File: src/rtl/resettable_scoreboard_register_file.sv
// Register file with per-register pending (busy) bits for a scoreboarded pipeline.
// Two combinational read ports with same-cycle write bypass; synchronous active-low reset.
module resettable_scoreboard_register_file #(
    parameter int unsigned N       = 32,
    parameter int unsigned ADDR_W  = 5,
    parameter logic [31:0] SP_INIT = 32'h7FFF_EFFC,
    parameter logic [31:0] GP_INIT = 32'h1000_8000
) (
    input  logic              clk,
    input  logic              reset,
    input  logic              RegWrite,
    input  logic [ADDR_W-1:0] in_WriteRegister,
    input  logic [N-1:0]      in_WriteData,
    input  logic [ADDR_W-1:0] in_ReadRegister1,
    input  logic [ADDR_W-1:0] in_ReadRegister2,
    input  logic              Reserve,
    input  logic [ADDR_W-1:0] in_ReserveRegister,
    output logic [N-1:0]      o_ReadData1,
    output logic [N-1:0]      o_ReadData2,
    output logic              o_Busy1,
    output logic              o_Busy2
);

    localparam int unsigned DEPTH  = 1 << ADDR_W;
    localparam int unsigned GP_REG = 28;
    localparam int unsigned SP_REG = 29;

    logic [N-1:0]     regFile [DEPTH];
    logic [DEPTH-1:0] busy;

    logic writeValid;
    logic reserveValid;
    logic writeHit1;
    logic writeHit2;

    assign writeValid   = RegWrite && (in_WriteRegister != '0);
    assign reserveValid = Reserve && (in_ReserveRegister != '0);

    // Storage and scoreboard update; a reserve issued with a write to the same register wins.
    always_ff @(posedge clk) begin
        if (!reset) begin
            for (int i = 0; i < int'(DEPTH); i++) begin
                if (i == int'(GP_REG)) begin
                    regFile[i] <= N'(GP_INIT);
                end else if (i == int'(SP_REG)) begin
                    regFile[i] <= N'(SP_INIT);
                end else begin
                    regFile[i] <= '0;
                end
            end
            busy <= '0;
        end else begin
            if (writeValid) begin
                regFile[in_WriteRegister] <= in_WriteData;
                busy[in_WriteRegister]    <= 1'b0;
            end
            if (reserveValid) begin
                busy[in_ReserveRegister] <= 1'b1;
            end
        end
    end

    assign writeHit1 = RegWrite && (in_WriteRegister == in_ReadRegister1);
    assign writeHit2 = RegWrite && (in_WriteRegister == in_ReadRegister2);

    // Read ports: register 0 is hardwired to zero, otherwise bypass an in-flight write.
    always_comb begin
        o_ReadData1 = '0;
        o_Busy1     = 1'b0;
        if (in_ReadRegister1 != '0) begin
            o_ReadData1 = writeHit1 ? in_WriteData : regFile[in_ReadRegister1];
            o_Busy1     = busy[in_ReadRegister1] && !writeHit1;
        end
    end

    always_comb begin
        o_ReadData2 = '0;
        o_Busy2     = 1'b0;
        if (in_ReadRegister2 != '0) begin
            o_ReadData2 = writeHit2 ? in_WriteData : regFile[in_ReadRegister2];
            o_Busy2     = busy[in_ReadRegister2] && !writeHit2;
        end
    end

endmodule

File: config.mk
export PLATFORM = sky130hd
export DESIGN_NAME = resettable_scoreboard_register_file
export DESIGN_NICKNAME = d
export VERILOG_FILES = /design/src/rtl/resettable_scoreboard_register_file.sv
export SDC_FILE = /design/constraint.sdc
export NUM_CORES = 2
export LEC_CHECK = 0
export BUFFER_PORTS_ARGS = -buffer_cell sky130_fd_sc_hd__buf_4
export CELL_PAD_IN_SITES_DETAIL_PLACEMENT = 0
export CELL_PAD_IN_SITES_GLOBAL_PLACEMENT = 1
export CORE_UTILIZATION = 54
export DETAILED_ROUTE_END_ITERATION = 8
export HOLD_SLACK_MARGIN = 0.1
export MAX_ROUTING_LAYER = met4
export PLACE_DENSITY = 0.86
export SETUP_SLACK_MARGIN = 0.2
export SLEW_MARGIN = 20
export SYNTH_ARGS = -nofsm -noshare
export SYNTH_HDL_FRONTEND = slang
export SYNTH_SLANG_ARGS = --single-unit
File: constraint.sdc
create_clock -name clk -period 6 [get_ports clk]
set_clock_uncertainty 0.2 [all_clocks]
set_input_delay 1.5 -clock clk [delete_from_list [all_inputs] [get_ports clk]]
set_output_delay 1.5 -clock clk [all_outputs]
set_load 0.005 [all_outputs]
Word level (Yosys, flattened, before mapping). Memory sizes are Yosys's and may differ from the RTL's. Cells that the tools add are included. Widths: inputs -> output; s select.

Output and inout port bits: 66. Input bits: 56. Register bits after elaboration: 32. Bits in writable memories: 1024. Memories kept: 1. Word-level logic and storage cells: 52.

Memory list: regFile (words 32, bits a word 32, rd ports 2, clocked after Yosys merged registers in 0, wr ports 32, RTL line 28) `logic [N-1:0] regFile [DEPTH];`.

Muxes and demuxes: 24. Order comparisons: 6. Eq/ne operators: 2. Reduce and logical (&&, ||, !) cells: 15. Bitwise gates (word level): 3.

Operators with widths (number): $mux 32 (8); $and 32x32->32 (1); $not 32->32 (1); $or 32x32->32 (1); $reduce_or 32->1 (1); $lt 5x6->1 const B (4); $reduce_bool 5->1 (4); $mux 1 (11); $bmux 1 s5 (2); $demux 1 s5 (2); $eq 5x5->1 (2); $ge 5x1->1 const B (2); $logic_and 1x1->1 (8); $mux 5 (1); $logic_not 1->1 (2).

Longest topological paths before layout.
Word-level depth: 10. Gate-level depth with buffers: 10. Gate-level depth less buffers: 5.

Least setup slack after synthesis. OpenSTA, ideal clock, no wires.

Path type: input to register. From: input RegWrite. To: memory regFile[24][0] (enable). Cell stages on the path: 4. Path slack: 634 ps. Data arrival time: 4698 ps. Buffers on the path: 2. Path through: clkbuf_1 -> or3b_2 -> clkbuf_1 -> o21ai_0.

RTL lines: start, declared (RTL line 11) `input logic RegWrite,`; end, declared (RTL line 28).

Final worst setup path.
From: input in_ReadRegister2[0]. To: output o_ReadData2[24].

Cells in the longest elaborated chain, start to end: 4. Elaborated cells on any way between the ends: 6. Classes of those cells: 1 x eq/ne; 2 x mux; 2 x reduce/logical; 1 x memory.

RTL lines: start, declared (RTL line 15) `input logic [ADDR_W-1:0] in_ReadRegister2,`; parallel branches: the longest is 3 deep, another holds $mem_v2 32x32; $mux 32 * (RTL line 79) `if (in_ReadRegister2 != '0) begin`; end, declared (RTL line 19) `output logic [N-1:0] o_ReadData2,`.

Every way passes the cells marked *.

==> results by group <==
Die
  – Die Span X: 327 µm
  – Row count: approximately 120
  – Initial Util: 54.4%
  – Io pins: 122
  – Die height: ~330 µm
  – Die Area: about 110,000 µm²
  – Core Region: 105,000 µm²

Finish
  – P&R area growth vs syn: 13.4%
  – Fin nets: a little over 4,000
  – Fraction of layout cells with a size suffix above 1: 25.5%
  – Cell Count, Final, Fillers Out: 5,511

Global routing
  – First-pass GRT wire length: 287,000 µm
  – Largest net degree at the start of global routing: 62
  – Global route overflow: 0
  – Initial antenna violation count: 14
  – GRT Total Usage: 39.4%
  – Number of global-route vias before repair: 38,814

Synth
  – Cell taking the most area after synthesis: edfxtp_1
  – Ys flop type: edfxtp_1
  – Number of synthesis warnings: 0
  – Post-synth ARST share: 0%
  – Post-Synthesis Cells: between 3,000 and 4,000
  – EDFF count, synth: 1,024
  – Yosys top cell area share: 53.8%
  – Flops & latches, synth: 1,056
  – Avg Synthesized Cell Area: around 15 µm²
  – Synth cell types: 55
  – Post-synthesis sequential area ratio: a little over half
  – Top cells by area, synth: edfxtp_1 (54%), mux4_2 (18%), and2_1 (11%)
  – Mapped Area: 57,200 µm²

Drt
  – Routed Antenna Nets: 0
  – # DRC: 0
  – WL final: 205,000 µm
  – DR vias/cell: 7.17
  – Via count: between 30,000 and 40,000
  – Detailed-router iteration count before antenna repair: 8
  – Routed wire length per instance: 37.1 µm
  – First DRT Iteration DRCs: 6,497

STA
  – Rel. slew slack: around 18%
  – Final setup vio count: 0
  – Worst setup margin: 213 ps
  – Worst slew pin tran: roughly 1200 ps
  – Number of hold violations in the final report: 0
  – Setup TNS: 0 ps
  – Min Tclk post-route: approximately 5800 ps
  – Unrepaired setup endpoints after global routing: no
  – Pins Over Slew Limit: 0
  – Fmax: ~170 MHz
  – Period utilization: a little over nine tenths

Clock tree
  – Clock sink count: 1,056
  – Hold buffers post-CTS: 0
  – Setup bufs post-CTS: 0
  – Cts bufs inserted: 110
  – Max clock buf depth: 3
  – CTS tree: built
  – CTS clk-pin slew, worst paths: 60 ps
  – CTS root buf: clkbuf_16
  – Post-CTS sizing: 1
  – H-tree Lvls: 3
  – Worst-skew pair later-pin latency: 690 ps

Power
  – VDD IR max: about 0.00023 V
  – Lkg Pwr: 22.7 nW
  – Seq pwr share: between 40% and 50%
  – Clk network pwr share: a little under two fifths
  – Switching share of power: 25.4%
  – Pint: 13.6 mW
  – Sw Pwr: roughly 4.6 mW
  – Combinational Power Share: 13.7%
  – PD cells: 280 nW/µm²

Place
  – Placed Cells: 5,295
  – DP HPWL: 126,000 µm
  – GPL Wtd Cong: 0.950
  – IO buf count: 121
  – Pre-CTS setup slack: 186 ps

Worst setup path
  – WP data required: 4300 ps
  – Critical Path End Type: output pin
  – Critical path type: in -> out
  – WP data arrival: between 4000 and 5000 ps
  – Critical Path Start Type: input port
  – Crit path max fanout: 19
  – FF-to-FF path depth: 2

Min path
  – Min-delay worst type: reg -> reg
  – WHS Path Cells: 2

Outcome
  – Outcome: completed

Job
  – Max-Cap Viols: 0
layout by cell type, fill, tap and decap left out, types with 10 or more instances in the layout:
| master | netlist | layout |
|---|---|---|
| buf_12 | 0 | 57 |
| a22oi_1 | 48 | 48 |
| a211oi_1 | 76 | 74 |
| o21ai_0 | 46 | 15 |
| edfxtp_1 | 1024 | 1024 |
| buf_4 | 36 | 292 |
| nor2_4 | 0 | 31 |
| or3_1 | 33 | 33 |
| nor2b_1 | 50 | 46 |
| nor2_1 | 45 | 13 |
| clkbuf_16 | 0 | 112 |
| nand2_1 | 23 | 22 |
| a211o_1 | 28 | 28 |
| nand2b_1 | 14 | 14 |
| inv_1 | 37 | 36 |
| clkinv_1 | 1 | 29 |
| clkinv_2 | 0 | 14 |
| diode_2 | 0 | 18 |
| o22ai_1 | 59 | 59 |
| conb_1 | 1 | 32 |
| mux2i_1 | 245 | 245 |
| dfxtp_1 | 32 | 32 |
| mux4_2 | 446 | 446 |
| nor3_1 | 28 | 25 |
| o21bai_1 | 33 | 33 |
| a221oi_1 | 75 | 75 |
| o21ai_4 | 0 | 31 |
| nand3_1 | 12 | 11 |
| and2_1 | 985 | 985 |
| clkbuf_1 | 278 | 20 |
| a21oi_1 | 70 | 67 |
| xnor2_1 | 10 | 10 |
| a221o_1 | 38 | 38 |
| bufinv_16 | 0 | 14 |
critical path: stages:
cell and delay (ps):
buf_8 230, buf_12 240, buf_4 310, mux2i_1 160, a221oi_1 370, a21oi_1 120, nor3_1 600, a221o_1 330
buf_4 150
routing by layer:
layer | global-route usage [%] | up-vias | routed length [µm]
met3 | 12.1 | 787 | 30000
met2 | 57.7 | 3445 | 92300
met5 | - | - | 0
li1 | - | 15401 | -
met1 | 49.5 | 19897 | 69900
met4 | 20.6 | 0 | 12400
layout make-up:
class                      instances  area (µm²)
fill                            7701       40300
sequential                      1056       31400
multi-input combinational       2454       24500
timing repair buffer             356        3440
clock buffer                     134        2910
tap                             1391        1740
clock inverter                    64         684
inverter                          38         143
antenna                           18        45.0
cell usage after synthesis (19+ instances only):
| library cell | instances |
|---|---|
| a221o_1 | 38 |
| nand2_1 | 23 |
| mux4_2 | 446 |
| a211o_1 | 28 |
| buf_2 | 78 |
| buf_6 | 19 |
| nor3_1 | 28 |
| a21oi_1 | 70 |
| nor2b_1 | 50 |
| dfxtp_1 | 32 |
| clkbuf_1 | 278 |
| a22oi_1 | 48 |
| o21bai_1 | 33 |
| o22ai_1 | 59 |
| o21ai_0 | 46 |
| a211oi_1 | 76 |
| a221oi_1 | 75 |
| buf_4 | 36 |
| mux2i_1 | 245 |
| edfxtp_1 | 1024 |
| inv_1 | 37 |
| and2_1 | 985 |
| nor2_1 | 45 |
| or3_1 | 33 |
sequential cells by signal, summed over array words and instances, names as in the netlist:
signal	cells
busy	32
regFile	1024
logic make-up after synthesis:
family                 after synthesis  share of synthesized area, %
AO/OA/AOI/OAI                      497                          6.31
multiplexers                       695                          21.9
buffers and inverters              461                          3.69
flip-flops                        1056                          54.9
XOR/XNOR                            10                         0.153
AND/OR/NAND/NOR                   1220                          13.0
other                                1                       0.00656
power by group through the flow:
stage	clock network, mW	logic (mW)	registers (mW)
after floorplan	0	1.41	8.79
after global placement	0	2.39	8.81
after detailed placement	0	2.41	8.85
after CTS	6.95	2.43	8.70
after global routing	7.23	2.55	8.74
final	6.97	2.50	8.71
through the flow:
step | hold slack [ps] | total power [mW] | utilization, % | instance area (µm²)
6_report | 286 | 18.2 | 61.7 | 64800
5_1_grt | 303 | 18.5 | 61.7 | 64800
2_1_floorplan | 243 | 10.2 | - | 57300
3_3_place_gp | 262 | 11.2 | 58.2 | 61100
4_1_cts | 284 | 18.1 | 61.6 | 64800
3_5_place_dp | 269 | 11.3 | 58.2 | 61200
path summary, 6_finish.rpt:
check / start / to / slack (ps)
min reg2reg: busy[2]$_SDFF_PN0_ / busy[2]$_SDFF_PN0_ / 290
max: in_ReadRegister2[0] / o_ReadData2[24] / 210
max reg2reg: busy[20]$_SDFF_PN0_ / busy[20]$_SDFF_PN0_ / 5120
min: busy[2]$_SDFF_PN0_ / busy[2]$_SDFF_PN0_ / 290
No activity file was read; power rests on OpenSTA's default activity.
